File: src/rtl/vga_timing_pkg.sv
// Shared raster constants for the 640x480@60 VGA timing generator.
package vga_timing_pkg;

    localparam int COORD_W = 10;

    localparam int H_DISPLAY_DEF = 640;
    localparam int H_FRONT_DEF   = 16;
    localparam int H_SYNC_DEF    = 96;
    localparam int H_BACK_DEF    = 48;
    localparam int V_DISPLAY_DEF = 480;
    localparam int V_FRONT_DEF   = 10;
    localparam int V_SYNC_DEF    = 2;
    localparam int V_BACK_DEF    = 33;

    localparam int H_TOTAL_DEF =
        H_DISPLAY_DEF + H_FRONT_DEF + H_SYNC_DEF + H_BACK_DEF;
    localparam int V_TOTAL_DEF =
        V_DISPLAY_DEF + V_FRONT_DEF + V_SYNC_DEF + V_BACK_DEF;

    localparam logic SYNC_ACT = 1'b0;

    function automatic logic in_win(
        input logic [COORD_W-1:0] v,
        input int                 lo,
        input int                 len
    );
        return (int'(v) >= lo) && (int'(v) < lo + len);
    endfunction

endpackage

File: src/rtl/vga_sync_delay.sv
// Enable-gated shift register aligning sync/blank with registered pixel data.
module vga_sync_delay
    import vga_timing_pkg::*;
#(
    parameter int               DEPTH   = 1,
    parameter int               WIDTH   = 3,
    parameter logic [WIDTH-1:0] RST_VAL = '0
) (
    input  logic             clk,
    input  logic             reset,
    input  logic             en,
    input  logic [WIDTH-1:0] d,
    output logic [WIDTH-1:0] q
);

    if (DEPTH == 0) begin : g_pass
        logic unused_ok;
        assign unused_ok = ^{clk, reset, en};
        assign q = d;
    end else begin : g_pipe
        logic [WIDTH-1:0] stage_q [DEPTH];
        logic [WIDTH-1:0] stage_d [DEPTH];

        always_comb begin
            stage_d = stage_q;
            if (en) begin
                stage_d[0] = d;
                for (int i = 1; i < DEPTH; i++) begin
                    stage_d[i] = stage_q[i-1];
                end
            end
        end

        always_ff @(posedge clk or posedge reset) begin
            if (reset) begin
                for (int i = 0; i < DEPTH; i++) begin
                    stage_q[i] <= RST_VAL;
                end
            end else begin
                stage_q <= stage_d;
            end
        end

        assign q = stage_q[DEPTH-1];
    end

endmodule

File: src/rtl/vga_timing_gen.sv
// VGA raster generator: pixel tick, x/y coordinates, blanking and sync,
// plus pipeline-delayed sync copies for ROM-registered pixel paths.
module vga_timing_gen
    import vga_timing_pkg::*;
#(
    parameter int CLK_DIV   = 2,
    parameter int H_DISPLAY = H_DISPLAY_DEF,
    parameter int H_FRONT   = H_FRONT_DEF,
    parameter int H_SYNC    = H_SYNC_DEF,
    parameter int H_BACK    = H_BACK_DEF,
    parameter int V_DISPLAY = V_DISPLAY_DEF,
    parameter int V_FRONT   = V_FRONT_DEF,
    parameter int V_SYNC    = V_SYNC_DEF,
    parameter int V_BACK    = V_BACK_DEF,
    parameter int PIPE_DLY  = 1
) (
    input  logic               clk,
    input  logic               reset,
    output logic               p_tick,
    output logic [COORD_W-1:0] x,
    output logic [COORD_W-1:0] y,
    output logic               video_on,
    output logic               hsync,
    output logic               vsync,
    output logic               frame_start,
    output logic               line_start,
    output logic               video_on_d,
    output logic               hsync_d,
    output logic               vsync_d
);

    localparam int H_TOTAL = H_DISPLAY + H_FRONT + H_SYNC + H_BACK;
    localparam int V_TOTAL = V_DISPLAY + V_FRONT + V_SYNC + V_BACK;
    localparam int DIV_W   = (CLK_DIV > 1) ? $clog2(CLK_DIV) : 1;

    localparam logic [DIV_W-1:0]   DIV_LAST = DIV_W'(CLK_DIV - 1);
    localparam logic [COORD_W-1:0] X_LAST   = COORD_W'(H_TOTAL - 1);
    localparam logic [COORD_W-1:0] Y_LAST   = COORD_W'(V_TOTAL - 1);

    if (H_TOTAL > (1 << COORD_W) || V_TOTAL > (1 << COORD_W)) begin : g_bad_total
        $error("vga_timing_gen: raster totals exceed coordinate range");
    end
    if (CLK_DIV < 1) begin : g_bad_div
        $error("vga_timing_gen: CLK_DIV must be >= 1");
    end
    if (PIPE_DLY < 0 || PIPE_DLY > 4) begin : g_bad_dly
        $error("vga_timing_gen: PIPE_DLY must be 0..4");
    end

    logic [DIV_W-1:0]   div_q, div_d;
    logic [COORD_W-1:0] x_q, x_d;
    logic [COORD_W-1:0] y_q, y_d;
    logic               hs_q, hs_d;
    logic               vs_q, vs_d;
    logic               tick;
    logic               x_wrap;

    always_comb begin
        tick   = (div_q == DIV_LAST);
        x_wrap = (x_q == X_LAST);
        div_d  = tick ? '0 : div_q + DIV_W'(1);
        x_d    = x_q;
        y_d    = y_q;
        if (tick) begin
            x_d = x_wrap ? '0 : x_q + COORD_W'(1);
            if (x_wrap) begin
                y_d = (y_q == Y_LAST) ? '0 : y_q + COORD_W'(1);
            end
        end
        // Sync decoded from the next coordinates so it registers with x/y.
        hs_d = in_win(x_d, H_DISPLAY + H_FRONT, H_SYNC) ? SYNC_ACT : ~SYNC_ACT;
        vs_d = in_win(y_d, V_DISPLAY + V_FRONT, V_SYNC) ? SYNC_ACT : ~SYNC_ACT;
    end

    always_ff @(posedge clk or posedge reset) begin
        if (reset) begin
            div_q <= '0;
            x_q   <= '0;
            y_q   <= '0;
            hs_q  <= ~SYNC_ACT;
            vs_q  <= ~SYNC_ACT;
        end else begin
            div_q <= div_d;
            x_q   <= x_d;
            y_q   <= y_d;
            hs_q  <= hs_d;
            vs_q  <= vs_d;
        end
    end

    assign p_tick      = tick;
    assign x           = x_q;
    assign y           = y_q;
    assign hsync       = hs_q;
    assign vsync       = vs_q;
    assign video_on    = (int'(x_q) < H_DISPLAY) && (int'(y_q) < V_DISPLAY);
    assign line_start  = tick && x_wrap;
    assign frame_start = line_start && (y_q == Y_LAST);

    vga_sync_delay #(
        .DEPTH   (PIPE_DLY),
        .WIDTH   (3),
        .RST_VAL ({1'b0, ~SYNC_ACT, ~SYNC_ACT})
    ) u_dly (
        .clk   (clk),
        .reset (reset),
        .en    (tick),
        .d     ({video_on, hs_q, vs_q}),
        .q     ({video_on_d, hsync_d, vsync_d})
    );

endmodule

File: config.mk
export PLATFORM = sky130hd
export DESIGN_NAME = vga_timing_gen
export DESIGN_NICKNAME = d
export VERILOG_FILES = /design/src/rtl/vga_timing_pkg.sv /design/src/rtl/vga_sync_delay.sv /design/src/rtl/vga_timing_gen.sv
export SDC_FILE = /design/constraint.sdc
export NUM_CORES = 1
export LEC_CHECK = 0
export ABC_AREA = 1
export ABC_CLOCK_PERIOD_IN_PS = 2000
export BUFFER_PORTS_ARGS = -buffer_cell sky130_fd_sc_hd__buf_2
export CORE_ASPECT_RATIO = 1.5
export CORE_UTILIZATION = 54
export CTS_CLUSTER_DIAMETER = 60
export DETAILED_ROUTE_END_ITERATION = 8
export GPL_TIMING_DRIVEN = 1
export PLACE_DENSITY = 0.76
export REMOVE_ABC_BUFFERS = 1
export SLEW_MARGIN = 20
export SYNTH_ARGS = -nofsm -noshare
export SYNTH_HDL_FRONTEND = slang
export SYNTH_HIERARCHICAL = 1
export SYNTH_SLANG_ARGS = --single-unit
File: constraint.sdc
create_clock -name clk -period 2 [get_ports clk]
set_input_delay 0 -clock clk [delete_from_list [all_inputs] [get_ports clk]]
set_output_delay 0 -clock clk [all_outputs]
set_load 0.005 [all_outputs]
After elaboration in Yosys (flattened, before gate mapping)
Index checks and enable logic that the tools add are counted.
W data, S select, Z words.

cells by class
  add/subtract/negate cells = 3
  $lt $le $gt $ge = 6
  equal/unequal tests = 2
  muxes and demuxes = 8
  reductions and logical operators = 5

operators by type and width
  operator                 count
  $mux W10                 5
  $add A10 B1 Y10 const B  2
  $eq A10 B10 Y1 const B   2
  $lt A10 B10 Y1 const B   2
  $lt A10 B9 Y1 const B    2
  $ge A10 B10 Y1 const B   1
  $ge A10 B9 Y1 const B    1
  $logic_and A1 B1 Y1      5
  $mux W1                  3
  $add A1 B1 Y1 const B    1

storage, ports and cells
  register bits = 26
  input bits = 2
  output and inout port bits = 29

Longest topological paths before layout
Gate-level depths: netlist (run 1).

  depth in word-level cells = 7
  gate-level depth with buffers = 12
  gate-level depth less buffers = 12

Cells and area by module
Netlist (run 1), hierarchy kept.

by module, submodules not included
  module          instances  cells an instance  area each (µm²)  seq. area each (µm²)
  vga_timing_gen  1          190                1,388.8          578.1
  vga_sync_delay  1          14                 118.9            77.6

Worst setup path after synthesis (run 1)
Ideal clock, no wire load.

  path type = reg2reg
  start point = reg y_q[1] (netlist: y[1])
  end point = reg vs_q (netlist: vsync)
  library setup time = 0.083 ns
  arrival time = 1.409 ns
  data required time = 1.917 ns
  setup slack = 0.507 ns
  cell stages (with the launch flop) = 11
  buffers on the path = 0
  path through = dfrtp_1 > ha_1 > inv_1 > nor2_1 > nand2_1 > nor2_1 > nand2_1 > xor2_1 > inv_1 > nor2_1 > nand3_1

on the way
  word-level cells in the longest chain between the ends = 7
  elaborated cells between the ends (all ways) = 9

ends and longest elaborated chain
  item                                               RTL line              source
  start, declared                                    vga_timing_gen.sv:52  logic [COORD_W-1:0] y_q, y_d;
  start signal, assigned                             vga_timing_gen.sv:85  y_q <= y_d;
  $add A10 B1 Y10 or $eq A10 B10 Y1 (tied branches)  vga_timing_gen.sv:67  y_d = (y_q == Y_LAST) ? '0 : y_q + COORD_W'(1);
  $mux W10 *                                         vga_timing_gen.sv:67
  $mux W10 *                                         vga_timing_gen.sv:66  if (x_wrap) begin
  $mux W10 *                                         vga_timing_gen.sv:64  if (tick) begin
  named net y_d[6]                                   vga_timing_gen.sv:52
  $ge A10 B9 Y1 or $lt A10 B9 Y1 (tied branches)     vga_timing_pkg.sv:27  return (int'(v) >= lo) && (int'(v) < lo + len);
  $logic_and A1 B1 Y1 *                              vga_timing_pkg.sv:27
  $mux W1 *                                          vga_timing_gen.sv:72  vs_d = in_win(y_d, V_DISPLAY + V_FRONT, V_SYNC) ? SYNC_ACT : ~SYNC_ACT;
  named net vs_d                                     vga_timing_gen.sv:54  logic vs_q, vs_d;
  end signal, assigned                               vga_timing_gen.sv:81  vs_q <= ~SYNC_ACT;
  end signal, assigned                               vga_timing_gen.sv:87  vs_q <= vs_d;
  end, declared                                      vga_timing_gen.sv:54

Mark *: on every way through the listed nets, which the timed path passes. The rest lies on a longest branch.
A chain may end at the register's enable or synchronous reset.

Worst setup path after layout (run 1)
  start point = reg y_q[0] (netlist: y[0])
  end point = out frame_start

on the way
  word-level cells in the longest chain between the ends = 2

ends and longest elaborated chain
  item                 RTL line              source
  $eq A10 B10 Y1       vga_timing_gen.sv:98  assign frame_start = line_start && (y_q == Y_LAST);
  $logic_and A1 B1 Y1  vga_timing_gen.sv:98
  end, declared        vga_timing_gen.sv:25  output logic frame_start,

Every way passes these cells.

==> flow_summary_export.csv, run 1 <==
group,metric,value,unit
cts,cts.clk_slew.worst_paths,90,ps
timing,period_share,92.7,%
cts,clock-root-buffer,"clkbuf_8",
placement,numPortBuffers,30,
global_route,grt-ovfl-total,0,
placement,place_area,1690,µm²
timing,setup_viol,0,
routing,drc_errors,0,
routing,vias,1341,
finish,drive_gt1_share,24.4,%
worst_setup_path,cp-start-kind,"flip-flop",
routing,first_pass_iters,4,
finish,fill_cells,263,
finish,final_cell_mix,"60 x nand2_1, 37 x inv_1, 30 x buf_2",
timing,slew_viol_final,0,
die,rows,23,
die,ioPinCount,31,
yosys,synth-seq-cells,26,
die,die_w,45.1,µm
pwr,design_power_total,0.000878,W
timing,hold_viol_final,0,
worst_setup_path,crit_top_cell,"inv_1",
flow_run,maxCapViolCount,0,
worst_setup_path,crit_path_end_kind,"output port",
finish,antenna_cells,0,
cts,cts_buffers,3,
cts,cts.sinks,26,
yosys,synth_simple_gate_area_share,35.9,%
die,start_util,56.9,%
yosys,syn_area,1510,µm²
yosys,synthAdderAreaFrac,2.49,%
timing,max_slew_margin,42.3,%
outcome,status,"finished, final reports clean",
placement,dp_hpwl,2540,µm
pwr,ir_worst_vdd,0.000405,V
yosys,postSynthCellCount,204,
placement,place_congestion,0.897,
yosys,synth_cell_type_count,28,
finish,final_area,1760,µm²
yosys,yosys-mux-area-fraction,0,%
routing,drt-total-wl,3210,µm
yosys,seq_area_frac_synth,43.5,%
pwr,power_density,499,nW/µm²
worst_setup_path,critical_path_class,"reg -> out",
finish,synthToLayoutAreaGrowth,16.7,%
routing,avgViaCountPerCell,4.88,
yosys,avgSynthCellArea,7.39,µm²
timing,skew,3.48,ps
die,die_h,66.7,µm
cts,cts_setup_buffers,0,
worst_setup_path,critPathSlowestCell,"dfrtp_1",
global_route,grt_util_all_layers,24.1,%
worst_setup_path,cp_max_fo,6,
yosys,yosysWarningCount,6,
global_route,grt_max_degree,24,
hold_path,hp-class,"in -> async",
worst_setup_path,cpPeakStageDelay,420,ps
yosys,synth_top_family_by_area,"simple AND/OR/NAND/NOR gates",
cts,cts_tree,"done",
global_route,antenna_found_initial,0,
yosys,synth-compound-area-share,4.32,%
cts,clockBufferDepth,2,
worst_setup_path,cp_data_arrival_time,1850,ps
cts,htree_levels,1,
timing,setup-tns-final,0,ps
die,coreArea,2650,µm²
finish,fin_nets,244,
yosys,synth-xor-area-share,2.32,%
timing,final.min_clock_period,1850,ps
worst_setup_path,cp.required,2000,ps
finish,final_common_cell,"nand2_1",
cts,clock_latency,270,ps
die,dieArea,3010,µm²
timing,tightest_slew,864,ps
timing,max_freq,539,MHz
routing,drt_iter0_drc,30,
pwr,cellLeakagePower,0.970,nW
global_route,grt_pass1_vias,1191,
routing,wl_per_cell,11.7,µm
global_route,grt_pass1_wl,5230,µm
routing,ant_nets,0,
timing,rsz0062_at_grt,"no",
worst_setup_path,crit_chain,"inv_1, ha_1, nand2_1, nor2_1, nand3_2, or2_1, inv_1, buf_2",
-- where the power goes --
group	total, W	switching, W	internal (W)
clock network	0.000340	0.000164	0.000176
registers	0.000526	0	0.000526
logic	0.0000125	0.0000103	0.00000221
total	0.000878	0.000174	0.000704
-- sequential cells by signal, summed over array words and instances, names as in the netlist --
signal	cells
x	10
u_dly/q	3
hsync	1
y	10
vsync	1
p_tick	1
-- stage by stage --
step / hold slack [ps] / util (%) / worst slack, ps / cells
after floorplan: -248 / - / 443 / 202
after global placement: -122 / 63.8 / 305 / 270
after detailed placement: -120 / 63.8 / 299 / 270
after CTS: 135 / 66.3 / 67.6 / 275
after global routing: 156 / 66.4 / 18.5 / 275
final: 128 / 66.4 / 145 / 275
-- timing repair --
item,4_1_cts,5_1_grt
hold buffers,1,0
gates resized for setup,0,1
endpoints found under the hold margin,24,0
endpoints found under the setup margin,0,1
-- cells in the mapped netlist, drive strengths merged --
cell type / number / area (µm²)
nor2: 28 / 120
o211ai: 2 / 15.0
or2: 2 / 12.5
ha: 3 / 37.5
nand4: 3 / 25.0
xnor2: 3 / 26.3
nor3: 2 / 15.0
nand2: 63 / 244
a311oi: 1 / 8.76
inv: 40 / 150
dfstp: 4 / 105
dfrtp: 22 / 551
a31oi: 1 / 6.26
buf: 2 / 22.5
nand3: 20 / 125
xor2: 1 / 8.76
o21ai: 5 / 25.0
a21oi: 2 / 10.0
-- worst paths after layout --
kind / from / endpoint / slack (ps) / depth (start not counted)
max: y[0] / frame_start / 150 / 8
min: reset / u_dly/q[2] / 130 / 3
max reg2reg: x[0] / vsync / 250 / 10
min reg2reg: u_dly/q[1] / u_dly/q[1] / 460 / 2
max in group asynchronous: reset / x[8] / 1020 / 3
min in group clk: u_dly/q[1] / u_dly/q[1] / 460 / 2
-- worst max-delay path: cells and delay by family (launching register included) --
family | cells | cell delay (ps)
simple gates | 4 | 630
fa+ha+maj | 1 | 160
flops | 1 | 420
buf+inv | 3 | 370
-- routing by layer --
layer	track usage, %	wire length, µm	vias up
li1	-	-	692
met1	26.7	1320	611
met2	44.0	1690	29
met3	3.25	102	9
met4	10.2	93	0
met5	0	0	-
-- kinds of logic after synthesis --
group | Yosys count
XOR/XNOR | 4
AND/OR/NAND/NOR | 118
flip-flops | 26
adder cells (fa/ha/maj) | 3
buffers and inverters | 42
AO/OA/AOI/OAI | 11
-- layout make-up --
class | count | area [µm²] | area share [%]
sequential | 26 | 656 | 37.3
clock buffer | 4 | 55.1 | 3.13
timing repair buffer | 32 | 168 | 9.53
tap | 37 | 46.3 | 2.63
multi-input combinational | 136 | 684 | 38.9
inverter | 40 | 150 | 8.53
Note: power is estimated with default switching activity, not from simulation.
==> run 2: changes to the inputs <==
--- a/config.mk
+++ b/config.mk
@@ -9,11 +9,11 @@
 export ABC_CLOCK_PERIOD_IN_PS = 2000
 export BUFFER_PORTS_ARGS = -buffer_cell sky130_fd_sc_hd__buf_2
 export CORE_ASPECT_RATIO = 1.5
-export CORE_UTILIZATION = 54
+export CORE_UTILIZATION = 31
 export CTS_CLUSTER_DIAMETER = 60
 export DETAILED_ROUTE_END_ITERATION = 8
 export GPL_TIMING_DRIVEN = 1
-export PLACE_DENSITY = 0.76
+export PLACE_DENSITY = 0.47
 export REMOVE_ABC_BUFFERS = 1
 export SLEW_MARGIN = 20
 export SYNTH_ARGS = -nofsm -noshare
==> run 2 against run 1 <==
Effect of this change: clock skew up 6.9 ps; power down 2.7%; worst hold slack better by 15 ps; via count up 2.8%; cell count up 10%; critical endpoint unchanged; largest cell class unchanged.
==> flow_summary_export.csv, run 2 (synthesis results as in run 1) <==
group,metric,value,unit
outcome,status,"finished, final reports clean",
worst_setup_path,crit_path_end_kind,"output port",
die,dieArea,5150,µm²
worst_setup_path,worst-r2r-cell-count,10,
pwr,cellLeakagePower,0.966,nW
cts,cts.sinks,26,
routing,wl_per_cell,12.3,µm
cts,htree_levels,1,
cts,cts_tree,"done",
placement,place_area,1730,µm²
routing,drt_iter0_drc,24,
timing,final.min_clock_period,1850,ps
placement,dp_hpwl,2970,µm
cts,cts_setup_buffers,0,
worst_setup_path,ff2ff_setup_slack,260,ps
global_route,grt_max_degree,16,
worst_setup_path,cp_max_fo,6,
pwr,design_power_total,0.000855,W
routing,drt-total-wl,3720,µm
routing,first_pass_iters,4,
timing,tightest_slew,411,ps
worst_setup_path,worstReg2RegStart,"x[0]",
routing,avgViaCountPerCell,4.55,
cts,cts.clk_slew.worst_paths,100,ps
worst_setup_path,critical_path_class,"reg -> out",
finish,instances_no_fill,303,
global_route,grt_util_all_layers,16.3,%
worst_setup_path,cp-start-kind,"flip-flop",
finish,drive_gt1_share,24.7,%
die,ioPinCount,31,
timing,skew,10.4,ps
routing,drc_errors,0,
finish,synthToLayoutAreaGrowth,18.9,%
worst_setup_path,timing.rr.end,"vsync",
timing,setup_viol,0,
global_route,antenna_found_initial,0,
finish,final_area,1790,µm²
cts,clockBufferDepth,2,
worst_setup_path,cp_data_arrival_time,1850,ps
placement,dp.cells,298,
routing,vias,1379,
timing,rsz0062_at_grt,"yes",
routing,ant_nets,0,
global_route,grt-ovfl-total,0,
cts,clock_latency,280,ps
timing,max_freq,541,MHz
flow_run,maxCapViolCount,0,
cts,cts_buffers,3,
die,coreArea,4580,µm²
hold_path,hp-class,"in -> async",
timing,max_slew_margin,72.6,%
worst_setup_path,cp.required,2000,ps
die,die_w,58.9,µm
cts,clock-root-buffer,"clkbuf_8",
timing,hold_viol_final,0,
global_route,grt_pass1_wl,6250,µm
die,die_h,87.4,µm
die,rows,30,
timing,period_share,92.5,%
timing,hold-worst-slack,143,ps
finish,final_cell_mix,"60 x nand2_1, 37 x inv_1, 30 x buf_2",
placement,pre_cts_ws,242,ps
timing,slew_viol_final,0,
placement,place_congestion,0.831,
placement,numPortBuffers,30,
pwr,power_density,477,nW/µm²
finish,final_common_cell,"nand2_1",
timing,worst_slack,150,ps
finish,antenna_cells,0,
global_route,grt_pass1_vias,1391,
pwr,ir_worst_vdd,0.000218,V
die,start_util,32.9,%
finish,fin_nets,245,
[run 2: metal layers]
metal  part of all wire (%)  global-route usage (%)  routed length, µm  up-vias
li1                       -                       -                  -      701
met1                     43                    17.9               1600      643
met2                     52                    29.2               1920       25
met3                    2.2                    1.93                 83       10
met4                    3.2                    9.52                119        0
met5                      0                       0                  0        -
[run 2: layout make-up]
type                    instances  area [µm²]
repair buffers                 33         175
flip-flops and latches         26         656
inverters                      40         150
fillers                       536        2790
well taps                      64        80.1
multi-input cells             136         687
clock buffers                   4        45.0
[run 2: per-stage QoR]
stage / utilization (%) / TNS [ps]
after floorplan: - / 0
after global placement: 37.8 / 0
after detailed placement: 37.8 / 0
after CTS: 39.0 / 0
after global routing: 39.2 / -8.16
final: 39.2 / 0
[run 2: critical path, cell delays in order, from the launching register on]
cell     delay (ps)
dfrtp_1         430
ha_2            220
nand4_2         140
inv_1           130
nand2_2         120
or2_1           260
inv_1           130
buf_2           130
[run 2: power breakdown]
| group | internal, W | switching [W] |
|---|---|---|
| Combinational | 0.00000352 | 0.0000113 |
| Clock | 0.000143 | 0.000171 |
| Sequential | 0.000526 | 0 |
[run 2: how the worst max path moves through the flow]
stage | from | slack [ps] | cells after the start | to
floorplan | p_tick | 440 | 7 | vsync
global placement | y[1] | 260 | 10 | vsync
detailed placement | x[0] | 240 | 10 | vsync
CTS | y[0] | 60 | 8 | frame_start
global route | x[0] | -8 | 10 | vsync
finish | x[0] | 150 | 7 | frame_start
[run 2: timing repair]
| item | 4_1_cts | 5_1_grt |
|---|---|---|
| hold endpoints to repair | 11 | 0 |
| gates resized for setup | 0 | 2 |
| setup endpoints to repair | 0 | 2 |
| hold buffers | 1 | 0 |
==> run 3: changes to the inputs <==
--- a/config.mk
+++ b/config.mk
@@ -13,7 +13,7 @@
 export CTS_CLUSTER_DIAMETER = 60
 export DETAILED_ROUTE_END_ITERATION = 8
 export GPL_TIMING_DRIVEN = 1
-export PLACE_DENSITY = 0.47
+export PLACE_DENSITY = 0.52
 export REMOVE_ABC_BUFFERS = 1
 export SLEW_MARGIN = 20
 export SYNTH_ARGS = -nofsm -noshare
==> run 3 against run 2 <==
Effect of this change: count of clock-buffer cells in the layout is the same; largest power group unchanged; register-to-register slack barely moved; sequential power about the same; critical path type unchanged; sequential share of layout area shrank 0.50 points; power rose by 4.5%; non-clock buffer count is 2 higher; worst setup slack worse by 8.5 ps.
==> flow_summary_export.csv, run 3 (synthesis results as in run 1) <==
group,metric,value,unit
cts,cts.clk_slew.worst_paths,100,ps
die,dieArea,5150,µm²
finish,final_common_cell,"nand2_1",
finish,drive_gt1_share,25.7,%
flow_run,maxCapViolCount,0,
routing,wl_per_cell,12.0,µm
routing,avgViaCountPerCell,4.58,
placement,numPortBuffers,30,
die,start_util,32.9,%
pwr,ir_worst_vdd,0.000209,V
timing,skew,5.10,ps
placement,place_congestion,0.869,
timing,tightest_slew,368,ps
timing,max_freq,538,MHz
cts,cts_tree,"done",
routing,drc_errors,0,
die,die_w,58.9,µm
cts,cts_buffers,3,
worst_setup_path,cp_data_arrival_time,1860,ps
placement,dp_hpwl,2830,µm
worst_setup_path,cpPeakStageDelay,460,ps
routing,first_pass_iters,4,
finish,final_cell_mix,"60 x nand2_1, 37 x inv_1, 30 x buf_2",
outcome,status,"finished, final reports clean",
finish,antenna_cells,0,
cts,clock_latency,280,ps
timing,max_slew_margin,75.3,%
worst_setup_path,cp_max_fo,6,
timing,hold_viol_final,0,
finish,synthToLayoutAreaGrowth,20.6,%
global_route,grt_max_degree,24,
cts,clockBufferDepth,2,
routing,drt_iter0_drc,30,
routing,ant_nets,0,
global_route,antenna_found_initial,0,
die,die_h,87.4,µm
hold_path,hp-class,"in -> async",
pwr,power_density,491,nW/µm²
timing,slew_viol_final,0,
worst_setup_path,crit_path_end_kind,"output port",
placement,dp.cells,298,
die,ioPinCount,31,
worst_setup_path,critPathSlowestCell,"dfrtp_1",
die,rows,30,
timing,setup-tns-final,0,ps
finish,fin_nets,247,
cts,cts.sinks,26,
worst_setup_path,critical_path_class,"reg -> out",
global_route,grt_util_all_layers,15.9,%
global_route,grt_pass1_vias,1374,
worst_setup_path,cp-start-kind,"flip-flop",
worst_setup_path,cp.required,2000,ps
timing,setup_viol,0,
routing,vias,1398,
timing,rsz0062_at_grt,"no",
worst_setup_path,crit_chain,"nor2_1, nand2_1, nor2_2, nand2_2, or2_1, inv_1, buf_2",
die,coreArea,4580,µm²
global_route,grt-ovfl-total,0,
timing,final.min_clock_period,1860,ps
cts,clock-root-buffer,"clkbuf_8",
finish,final_util,39.7,%
pwr,design_power_total,0.000893,W
cts,htree_levels,1,
global_route,grt_pass1_wl,6180,µm
pwr,cellLeakagePower,0.983,nW
finish,instances_no_fill,305,
timing,period_share,92.9,%
routing,drt-total-wl,3670,µm
## run 3: changes by cell type in the layout (fill, tap and decap cells not counted), sizes merged
| cell | delta |
|---|---|
| buf | +2 |
## run 3: timing repair
item,CTS,global route
gates resized for setup,0,2
buffers inserted,0,2
hold buffers,1,0
endpoints found under the hold margin,24,0
setup endpoints to repair,0,1
## run 3: critical path: cells and delay by family (launching register included)
family,cells,cell delay [ps]
AND/OR/NAND/NOR,5,860
flip-flops,1,460
buffers and inverters,2,270
## run 3: routing by layer
| metal | part of all wire (%) | GRT usage, % | wire length [µm] | vias to the layer above |
|---|---|---|---|---|
| met2 | 51 | 28.1 | 1860 | 40 |
| met4 | 3.0 | 8.23 | 111 | 0 |
| met5 | 0 | 0 | 0 | - |
| li1 | - | - | - | 700 |
| met1 | 43 | 18.4 | 1570 | 649 |
| met3 | 3.4 | 1.93 | 124 | 9 |
## run 3: final cells by class
cell class	instances	area [µm²]
sequential	26	656
clock buffer	4	55.1
timing repair buffer	35	190
inverter	40	150
multi-input combinational	136	687
tap	64	80.1
fill	507	2760
## run 3: path summary, 6_finish.rpt
kind	end	cells after the start	slack, ps	startpoint
max	frame_start	7	140	x[5]
min	u_dly/q[2]	3	120	reset
max reg2reg	vsync	10	250	y[1]
min reg2reg	u_dly/q[1]	2	470	u_dly/q[1]
max in group asynchronous	vsync	4	1400	reset
min in group clk	u_dly/q[1]	2	470	u_dly/q[1]
## run 3: report_power, final
group          switching [W]  internal [W]
Combinational      0.0000114    0.00000356
Sequential                 0      0.000526
Clock               0.000176      0.000176
## run 3: stage by stage
stage / hold slack [ps] / cell area (µm²) / worst slack, ps
2_1_floorplan: -248 / 1490 / 443
3_3_place_gp: -119 / 1730 / 252
3_5_place_dp: -117 / 1730 / 236
4_1_cts: 130 / 1800 / 70.3
5_1_grt: 144 / 1820 / 5.85
6_report: 124 / 1820 / 142
